`src/rtl/tiny_mips_cpu.sv`:
```
// tiny_mips_cpu: multicycle 16-bit von Neumann core sitting directly on a 1-cycle-latency single-port RAM.
// Optional feature macro: TINYMIPS_HALT_EN (opcode F halts the core until reset).
module tiny_mips_cpu #(
  parameter int SIZE = 8
) (
  input  logic            clk,
  input  logic            rst,
  input  logic [15:0]     data_fromRAM,
  output logic            wrEn,
  output logic [SIZE-1:0] addr_toRAM,
  output logic [15:0]     data_toRAM
);

  typedef enum logic [1:0] {
    FETCH = 2'd0,
    EXEC  = 2'd1,
    LDWB  = 2'd2,
    HALT  = 2'd3
  } state_t;

  state_t          st;
  state_t          stNext_s;
  logic [SIZE-1:0] PC;
  logic [SIZE-1:0] pcNext_s;
  logic [15:0]     RF [8];

  logic [2:0]      ldDst_r;
  logic [2:0]      ldDstNext_s;
  logic            rfWe_s;
  logic [2:0]      rfWaddr_s;
  logic [15:0]     rfWdata_s;

  logic [3:0]      op_s;
  logic [2:0]      rA_s;
  logic [2:0]      rB_s;
  logic [2:0]      rC_s;
  logic [15:0]     imm6Ext_s;
  logic [SIZE-1:0] off6_s;
  logic [SIZE-1:0] off12_s;
  logic [SIZE-1:0] eaAddr_s;
  logic [SIZE-1:0] pcOne_s;

  function automatic logic [15:0] sext6(input logic [5:0] v);
    return {{10{v[5]}}, v};
  endfunction

  function automatic logic [15:0] sext12(input logic [11:0] v);
    return {{4{v[11]}}, v};
  endfunction

  // Combinational decode of the word on the RAM read port; there is no instruction latch.
  always_comb begin
    op_s      = data_fromRAM[15:12];
    rA_s      = data_fromRAM[11:9];
    rB_s      = data_fromRAM[8:6];
    rC_s      = data_fromRAM[5:3];
    imm6Ext_s = sext6(data_fromRAM[5:0]);
    off6_s    = SIZE'(imm6Ext_s);
    off12_s   = SIZE'(sext12(data_fromRAM[11:0]));
    eaAddr_s  = RF[rB_s][SIZE-1:0] + off6_s;
    pcOne_s   = {{(SIZE-1){1'b0}}, 1'b1};
  end

  // Next-state, next-PC, register-file write and RAM port control.
  always_comb begin
    stNext_s    = st;
    pcNext_s    = PC;
    ldDstNext_s = ldDst_r;
    rfWe_s      = 1'b0;
    rfWaddr_s   = rA_s;
    rfWdata_s   = 16'h0000;
    wrEn        = 1'b0;
    addr_toRAM  = PC;
    data_toRAM  = RF[rA_s];
    case (st)
      FETCH: begin
        stNext_s = EXEC;
      end
      EXEC: begin
        stNext_s = FETCH;
        pcNext_s = PC + pcOne_s;
        case (op_s)
          4'h0: begin
            rfWe_s    = 1'b1;
            rfWdata_s = RF[rB_s] + RF[rC_s];
          end
          4'h1: begin
            rfWe_s    = 1'b1;
            rfWdata_s = RF[rB_s] + imm6Ext_s;
          end
          4'h2: begin
            rfWe_s    = 1'b1;
            rfWdata_s = RF[rB_s] - RF[rC_s];
          end
          4'h3: begin
            rfWe_s    = 1'b1;
            rfWdata_s = RF[rB_s] & RF[rC_s];
          end
          4'h4: begin
            rfWe_s    = 1'b1;
            rfWdata_s = RF[rB_s] | RF[rC_s];
          end
          4'h5: begin
            // The destination index must outlive the instruction word on the read port.
            addr_toRAM  = eaAddr_s;
            ldDstNext_s = rA_s;
            stNext_s    = LDWB;
          end
          4'h6: begin
            addr_toRAM = eaAddr_s;
            wrEn       = 1'b1;
          end
          4'h7: begin
            rfWe_s    = 1'b1;
            rfWdata_s = {7'd0, data_fromRAM[8:0]};
          end
          4'h8: begin
            if (RF[rA_s] == RF[rB_s]) begin
              pcNext_s = PC + off6_s;
            end else begin
              pcNext_s = PC + pcOne_s;
            end
          end
          4'h9: begin
            if ($signed(RF[rA_s]) < $signed(RF[rB_s])) begin
              pcNext_s = PC + off6_s;
            end else begin
              pcNext_s = PC + pcOne_s;
            end
          end
          4'hA: begin
            pcNext_s = PC + off12_s;
          end
`ifdef TINYMIPS_HALT_EN
          4'hF: begin
            pcNext_s = PC;
            stNext_s = HALT;
          end
`endif
          default: begin
            pcNext_s = PC + pcOne_s;
          end
        endcase
      end
      LDWB: begin
        rfWe_s    = 1'b1;
        rfWaddr_s = ldDst_r;
        rfWdata_s = data_fromRAM;
        stNext_s  = FETCH;
      end
      HALT: begin
        stNext_s = HALT;
      end
      default: begin
        stNext_s = FETCH;
      end
    endcase
  end

  // Architectural state; reset clears everything so an interrupted instruction leaves no trace.
  always_ff @(posedge clk or negedge rst) begin
    if (!rst) begin
      st      <= FETCH;
      PC      <= '0;
      ldDst_r <= 3'd0;
      for (int i = 0; i < 8; i++) begin
        RF[i] <= 16'h0000;
      end
    end else begin
      st      <= stNext_s;
      PC      <= pcNext_s;
      ldDst_r <= ldDstNext_s;
      if (rfWe_s) begin
        RF[rfWaddr_s] <= rfWdata_s;
      end
    end
  end

endmodule

```
`config.mk`:
```
export PLATFORM = sky130hd
export DESIGN_NAME = tiny_mips_cpu
export DESIGN_NICKNAME = d
export VERILOG_FILES = /design/src/rtl/tiny_mips_cpu.sv
export SDC_FILE = /design/constraint.sdc
export NUM_CORES = 1
export LEC_CHECK = 0
export ABC_AREA = 1
export CAP_MARGIN = 5
export CORE_MARGIN = 2
export CORE_UTILIZATION = 60
export CTS_CLUSTER_SIZE = 28
export DETAILED_ROUTE_END_ITERATION = 6
export MAX_ROUTING_LAYER = met4
export PLACE_DENSITY = 0.78
export SLEW_MARGIN = 20
export SYNTH_ARGS = -nofsm -noshare
export SYNTH_HDL_FRONTEND = slang
export SYNTH_SLANG_ARGS = --single-unit
```
`constraint.sdc`:
```
create_clock -name clk -period 7.6 [get_ports clk]
set_input_delay 1.14 -clock clk [delete_from_list [all_inputs] [get_ports clk]]
set_output_delay 1.14 -clock clk [all_outputs]
set_load 0.01 [all_outputs]
```
==> flow_metrics.py, run 1 <==
metrics = {
    "die": {
        "core_area_sq_um": 20300,
        "die-area_sq_um": 22000,
        "core.rowCount": 52,
        "dieHeight_um": 148,
        "start_util": 0.614,
        "die_x_um": 148,
        "ioPinCount": 43,
    },
    "placement": {
        "portBuffers": 42,
        "placed_area_sq_um": 12900,
        "post-dp-hpwl_mm": 31.3,
        "place_ws_ns": 1.28,
        "dp.cells": 2193,
        "gp_congestion": 1.06,
    },
    "run_status": {
        "status": "complete, but fails checks",
        "violations": "design-rule violations",
    },
    "route": {
        "wire_per_inst_um": 20.3,
        "routed_via_density": 6.27,
        "drcViolationCount": 4,
        "vias": 13957,
        "first_iter_violations": 1977,
        "routed_wl_mm": 45.2,
        "drt-pass1-iter-count": 7,
        "ant_nets": 0,
    },
    "layout": {
        "layout_commonest_cell": "nand2_1",
        "antenna_cells": 0,
        "finalNetCount": 2020,
        "layout_common_cells": "nand2_1 (523), o21ai_0 (292), inv_1 (233), a21oi_1 (162), dfrtp_1 (141)",
        "final_core_util": 0.665,
        "area_growth_syn_to_layout_pct": 8.19,
        "final_area_sq_um": 13500,
        "final_cells": 2225,
        "drive_gt1_frac": 0.0593,
    },
    "yosys": {
        "synth_nets": 2039,
        "syn_inst": 1961,
        "postSynthAreaPerCell_sq_um": 6.36,
        "synth_top_area_share": 0.283,
        "yosysTopAreaCell": "dfrtp_1",
        "async_reset_ff_frac": 1.00,
        "synth_warnings": 0,
        "syn-cell-area_sq_um": 12500,
        "yosys-top-cells-area": "dfrtp_1 (28%), nand2_1 (16%), o21ai_0 (12%)",
        "seq_area_frac_synth": 0.283,
        "synth_cell_types": 54,
        "ys.flop_type": "dfrtp_1",
        "synth_edf_count": 0,
        "synth-seq-cells": 141,
    },
    "global_routing": {
        "grt_antenna_before_repair": 0,
        "top_usage_layer": "met2",
        "grt_util_all_layers": 0.426,
        "grt_pass1_wl_mm": 71.1,
        "grt_overflow": 0,
        "met3_usage": 0.0794,
        "grt.met2_usage": 0.643,
        "grt_max_degree": 72,
        "grt_util_met1": 0.554,
        "grt_pass1_vias": 13071,
    },
    "setup_path": {
        "cp-end-kind": "output pin",
        "crit_arrival_ns": 5.29,
        "crit_chain": "clkdlybuf4s50_1 > clkinv_1 > o21ai_1 > ha_1 > nand2_1 > nor2_1 > a211oi_1 > nor2_1 > o21ai_0 > nand2_1 > nand2_1 > nand2_1 > a21oi_1 > xor2_1 > o21ai_0 > inv_1 > clkdlybuf4s50_1",
        "cpMostUsedCell": "nand2_1",
        "path_class": "input pin to output pin",
        "critPathMaxStageDelay_ns": 0.71,
        "regToRegSetupSlack_ns": 2.95,
        "crit_fanout": 19,
        "crit_required_ns": 6.46,
        "cp-start-kind": "input pin",
        "slowest_stage": "clkdlybuf4s50_1",
    },
    "power_and_ir_drop": {
        "pwr_density_cell_nw_per_um2": 243,
        "power_leakage_nw": 6.35,
        "irDropWorstVdd_mv": 0.159,
        "finalPower_mw": 3.27,
    },
    "cts": {
        "postCtsSetupRepairBufs": 0,
        "htree_levels": 4,
        "numCtsBuffers": 17,
        "cts.reportedPaths.clkPinSlew_ns": 0.07,
        "cts_max_path_buffers": 2,
        "root_buffer": "clkbuf_16",
        "cts-resized-gates": 0,
        "tritoncts": "yes",
        "insertion_delay_ns": 0.44,
        "numClockSinks": 141,
        "holdBufCountCts": 0,
    },
    "timing": {
        "finalSetupViolations": 0,
        "drv_slew": 0,
        "hold_viol_final": 0,
        "grt_setup_unrepaired": "false",
        "hold_slack_ns": 0.485,
        "slew_headroom": 0.231,
        "finClkSkew_ns": 0.0131,
        "worst_slew_pin_slew_ns": 1.15,
        "setup_tns_ns": 0,
        "layout_setup_ws_ns": 1.17,
        "fmax_mhz": 155,
        "fin_crit_sh": 0.846,
        "period_needed_ns": 6.43,
    },
    "flow_run": {
        "drv_cap": 0,
    },
    "hold_path": {
        "hp-class": "flop to flop",
    },
}
==> routing by layer <==
metal	part of all wire	up-vias
met5	0	-
met4	0.053	0
met3	0.11	186
met2	0.44	941
met1	0.39	6388
li1	-	6442
==> cell usage after synthesis (17+ instances only) <==
library cell  number
a21oi_1          162
a31oi_1           23
nor2_1           107
inv_1            235
nand2_1          523
nand3_1          126
clkbuf_1          68
o21ai_1           18
dfrtp_1          141
buf_2             17
ha_1              57
o21ai_0          292
xor2_1            17
==> cell families (layout without fill, tap and decap cells) <==
| group | Yosys count | after routing | share of synthesized area |
|---|---|---|---|
| flops | 141 | 141 | 0.283 |
| buf+inv | 349 | 343 | 0.116 |
| compound gates | 562 | 562 | 0.243 |
| simple gates | 828 | 828 | 0.281 |
| fa+ha+maj | 60 | 60 | 0.0620 |
| xor+xnor | 21 | 21 | 0.0147 |
==> sequential cells by signal, indices dropped and copies added (netlist names) <==
signal	flops
PC	8
RF	128
ldDst_r	3
st	2
==> where the power goes <==
| group | switching [mW] | leakage [nW] | total [mW] | internal, mW |
|---|---|---|---|---|
| logic | 0.928 | 4.14 | 1.39 | 0.460 |
| clock network | 0.406 | 0.298 | 0.888 | 0.481 |
| registers | 0.116 | 1.91 | 0.998 | 0.882 |
| total | 1.45 | 6.35 | 3.27 | 1.82 |
==> area by class of cell <==
cell class,instances,area [sq um]
Multi-Input combinational cell,1471,7500
Fill cell,1859,6810
Sequential cell,141,3530
Inverter,243,922
Timing Repair Buffer,68,597
Clock buffer,18,439
Tap cell,270,338
Clock inverter,14,173
==> worst max-delay path, delay by kind of cell <==
kind	cells	cell delay, ns
compound gates	5	1.25
fa+ha+maj	1	0.32
simple gates	6	0.41
xor+xnor	1	0.20
buf+inv	4	1.96
==> worst paths after layout <==
check,start,end,depth (start not counted)
worst min register to register,RF[92],RF[92],2
worst min-delay path,RF[92],RF[92],2
worst max register to register,RF[96],RF[30],28
min in group asynchronous,rst,RF[55],1
worst max-delay path,data_fromRAM[8],addr_toRAM[7],17
max in group asynchronous,rst,RF[127],2
Note: power is estimated with default switching activity, not from simulation.
==> inputs of run 2 (changes only) <==
- clock period: 7.6 -> 6.33 ns (I/O delays scaled with it)
==> flow_metrics.py, run 2 (synthesis gave the netlist of run 1 again) <==
metrics = {
    "timing": {
        "setup_tns_ns": 0,
        "fmax_mhz": 172,
        "finClkSkew_ns": 0.0177,
        "slew_headroom": 0.230,
        "hold_viol_final": 0,
        "fin_crit_sh": 0.919,
        "finalSetupViolations": 0,
        "layout_setup_ws_ns": 0.516,
        "worst_slew_pin_slew_ns": 1.15,
        "period_needed_ns": 5.81,
        "hold_slack_ns": 0.486,
        "grt_setup_unrepaired": "false",
        "drv_slew": 0,
    },
    "layout": {
        "drive_gt1_frac": 0.0718,
        "final_core_util": 0.674,
        "fillers": 1883,
        "multi_input_area_sq_um": 7500,
        "layout_common_cells": "nand2_1 (523), o21ai_0 (292), inv_1 (230), a21oi_1 (162), dfrtp_1 (141)",
        "layout_commonest_cell": "nand2_1",
        "final_cells": 2250,
        "largest_reg_flops": 128,
        "area_growth_syn_to_layout_pct": 9.63,
        "reg.largest.list": "RF x128, PC x8, ldDst_r x3",
        "regArea_sq_um": 3530,
        "final_area_sq_um": 13700,
        "finalNetCount": 2043,
        "top_register": "RF",
    },
    "placement": {
        "dp.cells": 2216,
        "portBuffers": 42,
        "placed_area_sq_um": 13100,
        "place_ws_ns": 0.615,
        "gp_congestion": 1.05,
        "post-dp-hpwl_mm": 31.0,
    },
    "setup_path": {
        "crit_start": "data_fromRAM[7]",
        "crit_arrival_ns": 4.86,
        "crit_required_ns": 5.38,
        "crit_chain": "clkdlybuf4s50_1 > buf_4 > inv_1 > a21oi_1 > o21ai_0 > nand2_1 > inv_1 > o21ai_0 > ha_1 > nand2_1 > nor2_1 > a211oi_1 > nor2_1 > o21ai_0 > nand2_1 > nand2_1 > nand2_1 > a21oi_1 > xor2_1 > o21ai_0 > inv_1 > clkdlybuf4s50_1",
        "critPathMaxStageDelay_ns": 0.54,
        "slowest_stage": "clkdlybuf4s50_1",
        "path_class": "input pin to output pin",
        "reg2reg_from": "RF[17]",
        "cp-end-kind": "output pin",
        "cp-start-kind": "input pin",
        "cpMostUsedCell": "nand2_1",
        "crit_fanout": 13,
    },
    "die": {
        "core_area_sq_um": 20300,
        "core.rowCount": 52,
        "dieHeight_um": 148,
        "start_util": 0.614,
        "die-area_sq_um": 22000,
        "die_x_um": 148,
        "ioPinCount": 43,
    },
    "route": {
        "routed_wl_mm": 45.8,
        "drcViolationCount": 0,
        "drt-pass1-iter-count": 6,
        "wire_per_inst_um": 20.3,
        "first_iter_violations": 1492,
        "ant_nets": 0,
        "vias": 14030,
        "routed_via_density": 6.24,
    },
    "global_routing": {
        "grt_pass1_wl_mm": 71.5,
        "grt_antenna_before_repair": 2,
        "grt_overflow": 0,
        "grt_pass1_vias": 12979,
        "grt_max_degree": 75,
        "grt_util_all_layers": 0.433,
    },
    "hold_path": {
        "hp-class": "flop to flop",
        "hold_start": "RF[92]",
    },
    "cts": {
        "insertion_delay_ns": 0.45,
        "numCtsBuffers": 17,
        "postCtsSetupRepairBufs": 0,
        "tritoncts": "yes",
        "cts_max_path_buffers": 2,
        "root_buffer": "clkbuf_16",
        "htree_levels": 4,
        "holdBufCountCts": 0,
        "numClockSinks": 141,
        "cts.reportedPaths.clkPinSlew_ns": 0.07,
        "cts-resized-gates": 0,
    },
    "power_and_ir_drop": {
        "power_leakage_nw": 6.47,
        "irDropWorstVdd_mv": 0.179,
        "pwr_density_cell_nw_per_um2": 291,
        "finalPower_mw": 3.98,
    },
    "flow_run": {
        "drv_cap": 0,
    },
    "run_status": {
        "status": "finished, final reports clean",
    },
}
==> run 2: cell count changes in the layout (fill, tap and decap cells not counted), sizes merged <==
| cell | previous run | this run |
|---|---|---|
| inv | 247 | 248 |
| clkinv | 8 | 7 |
| clkbuf | 18 | 17 |
| buf | 31 | 54 |
| bufinv | 1 | 2 |
| diode | 0 | 2 |
==> run 2: area by class of cell <==
type / count / area share
diodes: 2 / 0.000366
clock buffers: 17 / 0.0311
clock inverters: 15 / 0.0138
inverters: 243 / 0.0674
multi-input cells: 1471 / 0.548
flip-flops and latches: 141 / 0.258
well taps: 270 / 0.0247
repair buffers: 91 / 0.0563
==> run 2: path summary, 6_finish.rpt <==
check	endpoint	slack [ns]	cells after the start
worst max-delay path	addr_toRAM[7]	0.52	22
worst min-delay path	RF[92]	0.49	2
worst max register to register	RF[89]	1.95	26
worst min register to register	RF[92]	0.49	2
max in group asynchronous	RF[108]	4.47	2
min in group asynchronous	RF[103]	0.50	1
==> run 2: layer usage <==
metal | GRT usage | routed length [um]
met1 | 0.548 | 17500
met2 | 0.649 | 20200
met3 | 0.0896 | 5430
met4 | 0.243 | 2650
met5 | - | 0
==> run 2: power by group <==
part           switching [mW]  total [mW]  internal (mW)
Clock                   0.504        1.11          0.603
Sequential              0.136        1.19           1.06
Combinational            1.11        1.68          0.564
==> run 2: worst max-delay path, delay by kind of cell <==
family	cells	cell delay [ns]
XOR/XNOR	1	0.19
AO/OA/AOI/OAI	7	1.34
adder cells (fa/ha/maj)	1	0.38
AND/OR/NAND/NOR	7	0.51
buffers and inverters	6	1.49
==> inputs of run 3 (changes only) <==
- CORE_UTILIZATION: 60 -> 35
- PLACE_DENSITY: 0.78 -> not set
- SLEW_MARGIN: 20 -> not set
==> flow_metrics.py, run 3 (synthesis gave the netlist of run 1 again) <==
metrics = {
    "die": {
        "dieHeight_um": 193,
        "die_x_um": 193,
        "start_util": 0.353,
        "die-area_sq_um": 37200,
        "core.rowCount": 69,
        "core_area_sq_um": 35300,
        "ioPinCount": 43,
    },
    "layout": {
        "area_growth_syn_to_layout_pct": 11.6,
        "final_cells": 2437,
        "top_register": "RF",
        "antenna_cells": 0,
        "fillers": 3800,
        "layout_common_cells": "nand2_1 (523), o21ai_0 (292), inv_1 (235), a21oi_1 (162), dfrtp_1 (141)",
        "largest_reg_flops": 128,
        "reg.largest.list": "RF x128, PC x8, ldDst_r x3",
        "finalNetCount": 2041,
        "layout_commonest_cell": "nand2_1",
        "drive_gt1_frac": 0.0698,
    },
    "cts": {
        "root_buffer": "clkbuf_16",
        "tritoncts": "yes",
        "postCtsSetupRepairBufs": 0,
        "numClockSinks": 141,
        "htree_levels": 4,
        "numCtsBuffers": 17,
        "insertion_delay_ns": 0.45,
        "holdBufCountCts": 0,
        "cts-resized-gates": 0,
        "cts_max_path_buffers": 2,
        "cts.reportedPaths.clkPinSlew_ns": 0.06,
    },
    "global_routing": {
        "grt_max_degree": 78,
        "grt_pass1_wl_mm": 73.7,
        "grt_antenna_before_repair": 0,
        "grt_pass1_vias": 12583,
        "grt_util_all_layers": 0.269,
        "grt_overflow": 0,
    },
    "route": {
        "ant_nets": 0,
        "wire_per_inst_um": 19.7,
        "first_iter_violations": 1844,
        "drcViolationCount": 0,
        "routed_via_density": 5.59,
        "vias": 13623,
        "drt-pass1-iter-count": 5,
        "routed_wl_mm": 47.9,
    },
    "setup_path": {
        "crit_fanout": 9,
        "crit_arrival_ns": 4.82,
        "crit_start": "data_fromRAM[8]",
        "worstReg2RegEnd": "RF[13]",
        "path_class": "input pin to output pin",
        "regToRegSetupSlack_ns": 1.96,
        "reg2reg_from": "RF[80]",
        "cp-end-kind": "output pin",
        "r2r_cells": 28,
        "endpoint": "addr_toRAM[7]",
        "crit_required_ns": 5.38,
        "cp-start-kind": "input pin",
    },
    "timing": {
        "finClkSkew_ns": 0.0180,
        "layout_setup_ws_ns": 0.561,
        "finalSetupViolations": 0,
        "hold_slack_ns": 0.482,
        "fmax_mhz": 173,
        "period_needed_ns": 5.77,
        "slew_headroom": 0.213,
        "fin_crit_sh": 0.911,
        "grt_setup_unrepaired": "false",
        "hold_viol_final": 0,
        "drv_slew": 0,
        "worst_slew_pin_slew_ns": 1.18,
        "setup_tns_ns": 0,
    },
    "power_and_ir_drop": {
        "power_leakage_nw": 6.47,
        "irDropWorstVdd_mv": 0.188,
        "pwr_density_cell_nw_per_um2": 287,
        "finalPower_mw": 4.00,
    },
    "hold_path": {
        "hp-class": "flop to flop",
    },
    "placement": {
        "portBuffers": 42,
        "gp_congestion": 0.927,
        "place_ws_ns": 0.624,
        "post-dp-hpwl_mm": 33.1,
        "dp.cells": 2405,
    },
    "run_status": {
        "status": "finished, final reports clean",
    },
    "flow_run": {
        "drv_cap": 0,
    },
}
==> run 3: cell types whose count changed in the layout (fill, tap and decap cells not counted), moves of 3 or more <==
cell,delta
buf_4,-3
clkinv_4,+4
inv_1,+5
inv_2,-3
inv_8,-3
==> run 3: stage by stage <==
step	area, sq um	utilization
floorplan	12500	-
global placement	13300	0.376
detailed placement	13300	0.376
CTS	13900	0.394
global route	13900	0.394
finish	13900	0.394
==> run 3: how the worst min path moves through the flow <==
stage,end,cells past startpoint,from
detailed placement,RF[45],2,RF[45]
CTS,RF[45],2,RF[45]
floorplan,RF[111],2,RF[111]
finish,RF[99],2,RF[99]
global route,RF[84],2,RF[84]
global placement,RF[45],2,RF[45]
==> run 3: layout make-up <==
class                   count  area (sq um)  area share
multi-input cells        1471          7500       0.539
flip-flops and latches    141          3530       0.253
inverters                 243           922      0.0662
repair buffers             89           762      0.0547
well taps                 461           577      0.0414
clock buffers              19           453      0.0325
clock inverters            13           181      0.0130
==> run 3: routing by layer <==
layer | global-route usage | vias up | wire, um | share of wire
li1 | - | 6473 | - | -
met1 | 0.362 | 6359 | 21300 | 0.44
met2 | 0.408 | 677 | 21200 | 0.44
met3 | 0.0362 | 114 | 3750 | 0.078
met4 | 0.105 | 0 | 1700 | 0.036
met5 | - | - | 0 | 0
==> run 3: worst max-delay path, stage by stage <==
cell,delay [ns]
clkdlybuf4s50_1,0.53
clkinv_1,0.34
o21ai_0,0.60
ha_1,0.39
nand2_1,0.08
nor2_1,0.05
a211oi_1,0.26
nor2_1,0.10
o21ai_0,0.17
nand2_1,0.09
nand2_1,0.09
nand2_1,0.06
a21oi_1,0.16
xor2_1,0.22
o21ai_0,0.11
inv_1,0.09
clkdlybuf4s50_1,0.53
==> run 3: power by group <==
group | switching, mW | internal [mW] | leakage (nW) | total [mW]
clock | 0.457 | 0.652 | 0.308 | 1.11
sequential | 0.138 | 1.06 | 1.91 | 1.20
combinational | 1.13 | 0.563 | 4.25 | 1.69
total | 1.73 | 2.27 | 6.47 | 4.00
